### config.mk
export PLATFORM = sky130hd
export DESIGN_NAME = inst_fetch_queue_flat
export DESIGN_NICKNAME = d
export VERILOG_FILES = /design/src/rtl/inst_fetch_queue_if.sv /design/src/rtl/inst_fetch_queue.sv /design/src/flat_wrapper.sv
export SDC_FILE = /design/constraint.sdc
export NUM_CORES = 1
export LEC_CHECK = 0
export BUFFER_PORTS_ARGS = -buffer_cell sky130_fd_sc_hd__buf_2
export CAP_MARGIN = 10
export CELL_PAD_IN_SITES_DETAIL_PLACEMENT = 1
export CELL_PAD_IN_SITES_GLOBAL_PLACEMENT = 2
export CORE_MARGIN = 2
export CORE_UTILIZATION = 44
export DETAILED_ROUTE_END_ITERATION = 12
export PLACE_DENSITY = 0.91
export SYNTH_ARGS = -nofsm -noshare
export SYNTH_HDL_FRONTEND = slang
export SYNTH_SLANG_ARGS = --single-unit
### constraint.sdc
create_clock -name clk -period 7.2 [get_ports clk]
set_input_delay 0.72 -clock clk [delete_from_list [all_inputs] [get_ports clk]]
set_output_delay 0.72 -clock clk [all_outputs]
set_load 0.02 [all_outputs]
### src/rtl/inst_fetch_queue_if.sv
// Fetch-side signal bundle: control inputs, imem request/response, decoder handoff.
// master = fetch queue, slave = surrounding environment (core control, imem, decoder).
interface inst_fetch_queue_if #(
    parameter int unsigned ADDR_W = 32
);
    logic              halt;
    logic              redirect_valid;
    logic [ADDR_W-1:0] redirect_pc;
    logic              imem_req_valid;
    logic              imem_req_ready;
    logic [ADDR_W-1:0] imem_req_addr;
    logic              imem_rsp_valid;
    logic [31:0]       imem_rsp_data;
    logic [31:0]       inst;
    logic [ADDR_W-1:0] inst_pc;
    logic              inst_valid;
    logic              inst_ready;

    modport master (
        input  halt, redirect_valid, redirect_pc,
        input  imem_req_ready, imem_rsp_valid, imem_rsp_data, inst_ready,
        output imem_req_valid, imem_req_addr, inst, inst_pc, inst_valid
    );

    modport slave (
        output halt, redirect_valid, redirect_pc,
        output imem_req_ready, imem_rsp_valid, imem_rsp_data, inst_ready,
        input  imem_req_valid, imem_req_addr, inst, inst_pc, inst_valid
    );
endinterface

### src/rtl/inst_fetch_queue.sv
// In-order instruction fetch with credit-limited prefetch queue and redirect/flush.
// Optional FETCH_PERF_CNT_EN adds a saturating fetch-starvation counter output.
module inst_fetch_queue #(
    parameter int unsigned      ADDR_W   = 32,
    parameter int unsigned      DEPTH    = 4,
    parameter logic [ADDR_W-1:0] RESET_PC = '0
) (
    input  logic clk,
    input  logic rst,
    inst_fetch_queue_if.master bus
`ifdef FETCH_PERF_CNT_EN
    ,
    output logic [31:0] perf_stall_cnt
`endif
);
    localparam int unsigned PTR_W = $clog2(DEPTH);
    localparam int unsigned CNT_W = $clog2(DEPTH + 1);
    localparam int unsigned SUM_W = CNT_W + 1;

    typedef enum logic [1:0] {
        S_IDLE  = 2'd0,
        S_RUN   = 2'd1,
        S_DRAIN = 2'd2
    } state_t;

    state_t            r_state;
    state_t            w_state_next;
    logic [ADDR_W-1:0] r_pc;
    logic [ADDR_W-1:0] r_rsp_pc;
    logic [CNT_W-1:0]  r_out;
    logic [CNT_W-1:0]  r_drop;
    logic [CNT_W-1:0]  r_count;
    logic [PTR_W-1:0]  r_rd_ptr;
    logic [PTR_W-1:0]  r_wr_ptr;
    logic [31:0]       r_inst_mem [DEPTH];
    logic [ADDR_W-1:0] r_pc_mem   [DEPTH];

    logic              w_credit_ok;
    logic              w_req_valid;
    logic              w_req_fire;
    logic              w_rsp;
    logic              w_rsp_drop;
    logic              w_push;
    logic              w_pop;
    logic              w_head_valid;
    logic [CNT_W-1:0]  w_out_next;
    logic [CNT_W-1:0]  w_drop_next;
    logic [ADDR_W-1:0] w_redir_pc;

    assign w_redir_pc = bus.redirect_pc & ~ADDR_W'(3);

    // Handshake decode and next-state; a response with nothing outstanding is ignored
    always_comb begin
        w_state_next = r_state;
        w_credit_ok  = (SUM_W'(r_count) + SUM_W'(r_out)) < SUM_W'(DEPTH);
        w_req_valid  = rst && (r_state == S_RUN) && !bus.halt && !bus.redirect_valid
                       && w_credit_ok;
        w_req_fire   = w_req_valid && bus.imem_req_ready;
        w_rsp        = bus.imem_rsp_valid && (r_out != '0);
        w_rsp_drop   = w_rsp && (r_drop != '0);
        w_push       = w_rsp && (r_drop == '0) && !bus.redirect_valid;
        w_head_valid = rst && (r_count != '0);
        w_pop        = w_head_valid && bus.inst_ready && !bus.redirect_valid;
        w_out_next   = r_out + CNT_W'(w_req_fire) - CNT_W'(w_rsp);
        w_drop_next  = r_drop - CNT_W'(w_rsp_drop);

        case (r_state)
            S_IDLE:  w_state_next = S_RUN;
            S_RUN: begin
                if (bus.redirect_valid && (w_out_next != '0)) begin
                    w_state_next = S_DRAIN;
                end
            end
            S_DRAIN: begin
                if (!bus.redirect_valid && (w_drop_next == '0)) begin
                    w_state_next = S_RUN;
                end
            end
            default: w_state_next = S_IDLE;
        endcase
    end

    always_ff @(posedge clk) begin
        if (!rst) begin
            r_state  <= S_IDLE;
            r_pc     <= RESET_PC;
            r_rsp_pc <= RESET_PC;
            r_out    <= '0;
            r_drop   <= '0;
            r_count  <= '0;
            r_rd_ptr <= '0;
            r_wr_ptr <= '0;
        end else begin
            r_state <= w_state_next;
            r_out   <= w_out_next;
            if (bus.redirect_valid) begin
                // Everything still in flight belongs to the old path
                r_pc     <= w_redir_pc;
                r_rsp_pc <= w_redir_pc;
                r_drop   <= w_out_next;
                r_count  <= '0;
                r_rd_ptr <= '0;
                r_wr_ptr <= '0;
            end else begin
                r_drop <= w_drop_next;
                if (w_req_fire) begin
                    r_pc <= r_pc + ADDR_W'(4);
                end
                if (w_push) begin
                    r_rsp_pc <= r_rsp_pc + ADDR_W'(4);
                    r_wr_ptr <= r_wr_ptr + PTR_W'(1);
                end
                if (w_pop) begin
                    r_rd_ptr <= r_rd_ptr + PTR_W'(1);
                end
                case ({w_push, w_pop})
                    2'b10:   r_count <= r_count + CNT_W'(1);
                    2'b01:   r_count <= r_count - CNT_W'(1);
                    default: r_count <= r_count;
                endcase
            end
        end
    end

    // Queue storage needs no reset: occupancy masks stale entries
    always_ff @(posedge clk) begin
        if (w_push) begin
            r_inst_mem[r_wr_ptr] <= bus.imem_rsp_data;
            r_pc_mem[r_wr_ptr]   <= r_rsp_pc;
        end
    end

    assign bus.imem_req_valid = w_req_valid;
    assign bus.imem_req_addr  = r_pc;
    assign bus.inst_valid     = w_head_valid;
    assign bus.inst           = w_head_valid ? r_inst_mem[r_rd_ptr] : 32'h0;
    assign bus.inst_pc        = w_head_valid ? r_pc_mem[r_rd_ptr] : '0;

`ifdef FETCH_PERF_CNT_EN
    logic [31:0] r_perf_stall;

    always_ff @(posedge clk) begin
        if (!rst) begin
            r_perf_stall <= '0;
        end else if ((r_state == S_RUN) && !bus.halt && (r_count == '0)
                     && (r_perf_stall != 32'hFFFF_FFFF)) begin
            r_perf_stall <= r_perf_stall + 32'd1;
        end
    end

    assign perf_stall_cnt = r_perf_stall;
`endif

endmodule
### src/flat_wrapper.sv
// flat-port wrapper written by rule: the top's interface ports become plain ports
module inst_fetch_queue_flat 
#(
    parameter int unsigned      ADDR_W   = 32,
    parameter int unsigned      DEPTH    = 4,
    parameter logic [ADDR_W-1:0] RESET_PC = '0
)
  (clk, rst, bus_halt, bus_redirect_valid, bus_redirect_pc, bus_imem_req_ready, bus_imem_rsp_valid, bus_imem_rsp_data, bus_inst_ready, bus_imem_req_valid, bus_imem_req_addr, bus_inst, bus_inst_pc, bus_inst_valid);
  inst_fetch_queue_if #(.ADDR_W(ADDR_W)) bus_i ();
  input  logic clk;
  input  logic rst;
  input wire logic [$bits(bus_i.halt)-1:0] bus_halt;
  input wire logic [$bits(bus_i.redirect_valid)-1:0] bus_redirect_valid;
  input wire logic [$bits(bus_i.redirect_pc)-1:0] bus_redirect_pc;
  input wire logic [$bits(bus_i.imem_req_ready)-1:0] bus_imem_req_ready;
  input wire logic [$bits(bus_i.imem_rsp_valid)-1:0] bus_imem_rsp_valid;
  input wire logic [$bits(bus_i.imem_rsp_data)-1:0] bus_imem_rsp_data;
  input wire logic [$bits(bus_i.inst_ready)-1:0] bus_inst_ready;
  output wire logic [$bits(bus_i.imem_req_valid)-1:0] bus_imem_req_valid;
  output wire logic [$bits(bus_i.imem_req_addr)-1:0] bus_imem_req_addr;
  output wire logic [$bits(bus_i.inst)-1:0] bus_inst;
  output wire logic [$bits(bus_i.inst_pc)-1:0] bus_inst_pc;
  output wire logic [$bits(bus_i.inst_valid)-1:0] bus_inst_valid;
  assign bus_i.halt = bus_halt;
  assign bus_i.redirect_valid = bus_redirect_valid;
  assign bus_i.redirect_pc = bus_redirect_pc;
  assign bus_i.imem_req_ready = bus_imem_req_ready;
  assign bus_i.imem_rsp_valid = bus_imem_rsp_valid;
  assign bus_i.imem_rsp_data = bus_imem_rsp_data;
  assign bus_i.inst_ready = bus_inst_ready;
  assign bus_imem_req_valid = bus_i.imem_req_valid;
  assign bus_imem_req_addr = bus_i.imem_req_addr;
  assign bus_inst = bus_i.inst;
  assign bus_inst_pc = bus_i.inst_pc;
  assign bus_inst_valid = bus_i.inst_valid;
  inst_fetch_queue #(.ADDR_W(ADDR_W), .DEPTH(DEPTH), .RESET_PC(RESET_PC)) u_core (.clk(clk), .rst(rst), .bus(bus_i));
endmodule
==> flow_summary.json, run 1 <==
{
  "fillCellCount": 3052,
  "first_pass_iters": 5,
  "maxCapViolCount": 0,
  "coreArea_um2": 30500,
  "start_util_pct": 44.6,
  "final-hold-violation-count": 0,
  "cts_buffer_depth": 3,
  "syn_to_final_growth_pct": 16.2,
  "antenna_left": 0,
  "cts_tree": "done",
  "cts_buffers": 35,
  "htreeDepth": 2,
  "drt_iter0_markers": 530,
  "drt_drc_violations_left": 0,
  "ir_drop_mv": 0.128,
  "cp_slowest_cell": "or4_4",
  "synth_edf_count": 248,
  "vias": 8484,
  "fmax_mhz": 262,
  "fp-row-count": 64,
  "die_y_um": 180,
  "hp-class": "input pin to flip-flop",
  "multi_input_area_um2": 4280,
  "io_buffers": 162,
  "yosys_most_used_dff": "edfxtp_1",
  "clk_pin_slew_worst_paths_ps": 60,
  "fin_worst_skew_ps": 25.3,
  "ctsHoldBuffers": 0,
  "r2r-end": "u_core.r_state[1]",
  "crit_end": "u_core.r_state[1]",
  "crit_path_max_incr_delay_ps": 690,
  "clock_latency_ps": 520,
  "setup_violations": 0,
  "netlist_area_um2": 13600,
  "finalCritPeriodShare_pct": 53.0,
  "post_cts_buffers": 0,
  "p_per_area_nw_per_um2": 267,
  "cts_root_buffer": "clkbuf_16",
  "slew_viol_final": 0,
  "routedWlPerCell_um": 22.0,
  "ys_seq_elements": 325,
  "final.setup.tns_ps": 0,
  "end_kind": "flip-flop",
  "min_period_ps": 3820,
  "cp-startpoint": "u_core.r_out[2]",
  "relSlewSlack_pct": 36.0,
  "finalNetCount": 1166,
  "arrival_ps": 4220,
  "critical_path_class": "flip-flop to flip-flop",
  "worstReg2RegStart": "u_core.r_out[2]",
  "critPathLaunchType": "flip-flop",
  "worst_pin_slew_ps": 960,
  "cts_resized": 0,
  "grt_pass1_vias": 8811,
  "grt_pass1_wl_mm": 51.6,
  "synth_area_per_cell_um2": 14.7,
  "placed_cells": 1439,
  "async_flop_share_pct": 0,
  "antenna_found_initial": 0,
  "crit_path_cell_trace": "ha_1, or4_4, or4_4, inv_1, ha_1, fa_1, o31a_1, a22o_1, and2_1",
  "ff2ff_setup_slack_ps": 3380,
  "drt_wl_total_mm": 33.0,
  "die-area_um2": 32300,
  "synth_cell_types": 54,
  "stdcell_count": 1501,
  "hpwl_mm": 20.6,
  "r2r_cells": 9,
  "diodes": 0,
  "yosysSeqAreaShare_pct": 66.1,
  "die_w_um": 180,
  "place.gp.congestion": 0.833,
  "grt_start_max_net_pins": 92,
  "leakagePower_nw": 5.68,
  "synthCells": 925,
  "vias_per_cell": 5.65,
  "boundaryPins": 169,
  "layout-drive-gt1-share_pct": 26.8,
  "regArea_um2": 8990,
  "cts_sinks": 325,
  "grt_remaining_overflow": 0,
  "cp.required_ps": 7600,
  "rsz0062_at_grt": "false",
  "status": "completed",
  "crit_path_max_fanout": 20,
  "ys_warn_count": 0,
  "grt_use_total_pct": 20.2
}
[where the power goes]
group	internal, mW	switching [mW]
registers	2.11	0.0691
logic	0.151	0.230
clock network	0.955	0.711
[worst max-delay path: cells and delay by family, from the launching register on]
family,cells,cell delay (ps)
simple gates,3,1260
fa+ha+maj,3,990
compound gates,2,550
buf+inv,1,510
flops,1,380
[sequential cells by signal, indices dropped and copies added, names as in the netlist, named ones only]
register	count
u_core.r_count	3
u_core.r_pc_mem	120
u_core.r_rsp_pc	30
u_core.r_wr_ptr	2
u_core.r_rd_ptr	2
u_core.r_inst_mem	128
u_core.bus.imem_req_addr	30
u_core.r_out	3
u_core.r_state	2
u_core.r_drop	3
[placed cells by master, fill, tap and decap left out, types with 4 or more instances in the layout]
| cell type | count |
|---|---|
| and3_1 | 70 |
| xnor2_1 | 38 |
| inv_1 | 24 |
| nor2_1 | 34 |
| nand2_1 | 42 |
| clkbuf_16 | 35 |
| nand4_1 | 16 |
| a31oi_1 | 8 |
| and4_1 | 9 |
| xor2_1 | 9 |
| or4_1 | 4 |
| a211oi_1 | 5 |
| and2_1 | 7 |
| or3_1 | 4 |
| and2_2 | 4 |
| o21ai_0 | 36 |
| conb_1 | 4 |
| edfxtp_1 | 248 |
| buf_4 | 11 |
| nor3_1 | 17 |
| dfxtp_1 | 75 |
| o21a_1 | 5 |
| nor4_1 | 21 |
| buf_2 | 162 |
| clkinv_1 | 10 |
| clkbuf_1 | 10 |
| mux4_2 | 62 |
| a21oi_1 | 43 |
| ha_1 | 13 |
| nand3_1 | 29 |
[cell usage after synthesis (2+ instances only)]
cell | number | area (µm²)
inv_1 | 25 | 93.8
or4_4 | 2 | 22.5
xnor2_1 | 38 | 333
or3_1 | 5 | 31.3
nor2_1 | 34 | 128
nor4_1 | 21 | 131
mux4_2 | 62 | 1400
a21oi_1 | 43 | 215
mux2i_1 | 3 | 30.0
and3_1 | 70 | 438
or4_1 | 4 | 30.0
o21a_1 | 5 | 37.5
clkbuf_1 | 43 | 161
nand3b_1 | 2 | 15.0
buf_4 | 4 | 30.0
nand2_1 | 42 | 158
a211oi_1 | 5 | 37.5
a31oi_1 | 8 | 50.1
o31a_1 | 3 | 26.3
nand3_1 | 29 | 145
buf_1 | 8 | 30.0
mux2_2 | 3 | 33.8
fa_1 | 2 | 40.0
ha_1 | 13 | 163
nor3_1 | 17 | 85.1
buf_6 | 2 | 22.5
and4_1 | 9 | 78.8
edfxtp_1 | 248 | 7450
nand4_1 | 16 | 100
and2_1 | 11 | 68.8
or2_2 | 2 | 12.5
o21ai_0 | 36 | 180
o311ai_0 | 2 | 17.5
nor2b_1 | 3 | 18.8
dfxtp_1 | 77 | 1540
a32oi_1 | 2 | 17.5
xor2_1 | 9 | 78.8
[kinds of logic (layout without fill, tap and decap cells)]
| logic type | count (synthesis) | after routing | synth area share, % |
|---|---|---|---|
| flip-flops | 325 | 325 | 66.1 |
| AND/OR/NAND/NOR | 272 | 272 | 11.2 |
| AO/OA/AOI/OAI | 113 | 113 | 4.86 |
| buffers and inverters | 84 | 261 | 2.55 |
| multiplexers | 68 | 68 | 10.7 |
| XOR/XNOR | 47 | 47 | 3.03 |
| adder cells (fa/ha/maj) | 15 | 15 | 1.49 |
| other | 1 | 4 | 0.0276 |
[cell type report]
cell class / instances / share of cell area, %
Sequential cell: 325 / 56.9
Multi-Input combinational cell: 519 / 27.1
Clock buffer: 47 / 5.95
Timing Repair Buffer: 173 / 5.65
Tap cell: 396 / 3.14
Clock inverter: 15 / 0.657
Inverter: 26 / 0.618
[routing by layer]
layer | vias up | global-route usage, % | share of wire, %
li1 | 3889 | - | -
met1 | 4280 | 28.9 | 45
met2 | 277 | 33.0 | 48
met3 | 38 | 3.10 | 5.7
met4 | 0 | 4.59 | 1.5
met5 | - | 0 | 0
[worst min-delay path by stage]
stage,startpoint,endpoint,cells past startpoint
after CTS,bus_imem_rsp_data[17],u_core.r_inst_mem[0][17],1
after detailed placement,u_core.r_wr_ptr[1],u_core.r_wr_ptr[1],2
after floorplan,u_core.r_wr_ptr[1],u_core.r_wr_ptr[1],2
final,bus_imem_rsp_data[13],u_core.r_inst_mem[3][13],1
after global routing,bus_imem_rsp_data[27],u_core.r_inst_mem[2][27],1
after global placement,u_core.r_wr_ptr[1],u_core.r_wr_ptr[1],2
[metrics by stage]
stage,util [%],hold slack [ps],instance area [µm²],total power [mW],setup slack [ps]
after floorplan,-,469,13600,2.45,3710
after detailed placement,48.4,489,14800,2.60,3060
after CTS,51.8,402,15800,4.26,3360
after global routing,51.8,420,15800,4.38,3230
after global placement,48.4,484,14800,2.58,3070
final,51.8,426,15800,4.22,3380
No activity file was read; power rests on OpenSTA's default activity.
==> inputs of run 2 (changes only) <==
--- a/config.mk
+++ b/config.mk
@@ -5,14 +5,15 @@
 export SDC_FILE = /design/constraint.sdc
 export NUM_CORES = 1
 export LEC_CHECK = 0
+export ABC_AREA = 1
 export BUFFER_PORTS_ARGS = -buffer_cell sky130_fd_sc_hd__buf_2
 export CAP_MARGIN = 10
 export CELL_PAD_IN_SITES_DETAIL_PLACEMENT = 1
 export CELL_PAD_IN_SITES_GLOBAL_PLACEMENT = 2
 export CORE_MARGIN = 2
-export CORE_UTILIZATION = 44
+export CORE_UTILIZATION = 33
 export DETAILED_ROUTE_END_ITERATION = 12
-export PLACE_DENSITY = 0.91
+export PLACE_DENSITY = 0.83
 export SYNTH_ARGS = -nofsm -noshare
 export SYNTH_HDL_FRONTEND = slang
 export SYNTH_SLANG_ARGS = --single-unit
==> constraint.sdc (replaced) <==
create_clock -name clk -period 3.2 [get_ports clk]
set_input_delay 0.32 -clock clk [delete_from_list [all_inputs] [get_ports clk]]
set_output_delay 0.32 -clock clk [all_outputs]
set_load 0.02 [all_outputs]
==> run 2 against run 1 <==
  * Register-to-register slack worse by 2500 ps
  * Critical path type is now flip-flop to output pin
  * Largest power group unchanged
  * Cell area rose by 14%
  * First-iteration DRC count rose by 24%
==> flow_summary.json, run 2 <==
{
  "clock_latency_ps": 550,
  "setup_violations": 0,
  "synth_top_area_share_pct": 49.6,
  "yosys_most_used_dff": "edfxtp_1",
  "r2r_cells": 16,
  "ctsHoldBuffers": 31,
  "critPathLaunchType": "flip-flop",
  "finalCritPeriodShare_pct": 83.9,
  "relSlewSlack_pct": 37.5,
  "grt_pass1_wl_mm": 68.0,
  "syn_to_final_growth_pct": 20.0,
  "critical_path_class": "flip-flop to output pin",
  "antenna_left": 0,
  "cp_slowest_cell": "buf_4",
  "leakagePower_nw": 7.03,
  "hp-class": "input pin to flip-flop",
  "diodes": 0,
  "place.gp.congestion": 0.789,
  "drt_iter0_markers": 658,
  "cts_resized": 0,
  "vias_per_cell": 4.87,
  "ys_seq_elements": 325,
  "synthTopCellsByArea": "edfxtp_1 (50%), dfxtp_1 (10%), nor2_1 (8.5%)",
  "design_area_um2": 18000,
  "cts_tree": "done",
  "largest_register": "u_core.r_inst_mem",
  "r2r-end": "u_core.r_state[0]",
  "worstReg2RegStart": "u_core.r_out[1]",
  "arrival_ps": 2370,
  "worst_pin_slew_ps": 936,
  "critPathMostFrequentCell": "buf_4",
  "ys_warn_count": 0,
  "cp.required_ps": 2880,
  "die_w_um": 217,
  "ff2ff_setup_slack_ps": 920,
  "die_y_um": 217,
  "start_util_pct": 33.2,
  "p_per_area_nw_per_um2": 565,
  "status": "completed",
  "synth_edf_count": 248,
  "fp-row-count": 78,
  "fin_worst_skew_ps": 18.8,
  "cts_buffer_depth": 3,
  "crit_path_max_incr_delay_ps": 460,
  "power_mw": 10.2,
  "slew_viol_final": 0,
  "crit_path_max_fanout": 34,
  "boundaryPins": 169,
  "coreArea_um2": 45200,
  "layout_commonest_cell": "nor2_1",
  "min_from": "bus_imem_rsp_data[21]",
  "pre_cts_ws_ps": 888,
  "antenna_found_initial": 0,
  "vias": 11900,
  "drt_drc_violations_left": 0,
  "hpwl_mm": 28.1,
  "final-hold-violation-count": 0,
  "first_pass_iters": 5,
  "min_period_ps": 2690,
  "grt_pass1_vias": 12400,
  "routedWlPerCell_um": 17.8,
  "grt_use_total_pct": 18.5,
  "finalNetCount": 1906,
  "cts_root_buffer": "clkbuf_16",
  "hold_depth": 1,
  "synth_top_area_cell": "edfxtp_1",
  "yosysMostFrequentCell": "nor2_1",
  "drt_wl_total_mm": 43.7,
  "ir_drop_mv": 0.335,
  "rsz0062_at_grt": "false",
  "clk_pin_slew_worst_paths_ps": 60,
  "die-area_um2": 47200,
  "end_kind": "output pin",
  "hold_end": "u_core.r_inst_mem[1][21]",
  "cts_buffers": 38,
  "layout-drive-gt1-share_pct": 16.2,
  "io_buffers": 162,
  "async_flop_share_pct": 0,
  "worst_slack_ps": 514,
  "synth_cell_types": 41,
  "netlist_area_um2": 15000,
  "critical_path.top_delay_family": "buffers and inverters",
  "cts_sinks": 325,
  "htreeDepth": 2,
  "maxCapViolCount": 0,
  "post_cts_buffers": 0,
  "largest_reg_flops": 128,
  "reg_top3": "u_core.r_inst_mem (128), u_core.r_pc_mem (120)",
  "synth_common_cells": "nor2_1 (340), nand2_1 (290), edfxtp_1 (248)",
  "grt_remaining_overflow": 0,
  "cp-startpoint": "u_core.r_count[0]",
  "path_buf_inv": 4,
  "synth_area_per_cell_um2": 9.16,
  "grt_start_max_net_pins": 125,
  "synthCells": 1640,
  "final.setup.tns_ps": 0,
  "yosysSeqAreaShare_pct": 59.8,
  "fmax_mhz": 372,
  "placed_area_um2": 16500,
  "final_cell_mix": "nor2_1 (336), nand2_1 (289), edfxtp_1 (248)",
  "crit_path_cell_trace": "inv_1, nand3_1, nand2_2, buf_4, buf_4, a21oi_1, buf_2"
}
[run 2: cell types whose count changed after synthesis, sizes merged, moves of 28 or more]
cell / change
nand2: +257
nand3: +64
inv: +105
buf: +28
nor2: +331
xnor2: -33
o21ai: +123
and3: -70
a21oi: +87
mux4: -62
[run 2: logic make-up (layout without fill, tap and decap cells)]
family,count (synthesis),in the layout,synth area share (%)
AO/OA/AOI/OAI,299,299,10.2
AND/OR/NAND/NOR,776,776,22.0
adder cells (fa/ha/maj),15,15,1.35
buffers and inverters,208,415,5.74
other,1,4,0.0250
flip-flops,325,325,59.8
XOR/XNOR,16,16,0.933
[run 2: cell type report]
cell class              count  area [µm²]
clock buffers              54        1040
clock inverters            16         175
fillers                  5232       27200
inverters                 130         488
multi-input cells        1110        5210
flip-flops and latches    325        8990
well taps                 600         751
repair buffers            215        1360
[run 2: worst max path at each step]
stage | endpoint | slack (ps) | cells after the start
6_report | bus_inst[11] | 510 | 7
5_1_grt | bus_inst[29] | 330 | 7
4_1_cts | bus_inst[11] | 430 | 7
3_5_place_dp | u_core.r_state[0] | 890 | 16
3_3_place_gp | u_core.r_state[0] | 950 | 16
2_1_floorplan | u_core.r_inst_mem[0][0] | -670 | 6
[run 2: power by group]
part / internal, mW / leakage, nW / switching (mW)
registers: 4.76 / 2.89 / 0.180
clock network: 2.46 / 0.596 / 1.74
logic: 0.350 / 3.54 / 0.685
total: 7.57 / 7.03 / 2.60
[run 2: routing by layer]
metal / track usage [%] / wire (µm)
met2: 32.2 / 21200
met1: 24.1 / 19900
met4: 4.73 / 707
met3: 2.66 / 1830
met5: 0 / 0
[run 2: metrics by stage]
stage          hold WS [ps]  instances  util [%]
6_report               42.7       2450      39.9
5_1_grt                35.8       2450      39.9
4_1_cts                14.5       2450      39.9
3_5_place_dp            471       2349      36.5
3_3_place_gp            440       2349      36.5
2_1_floorplan           419       1643         -
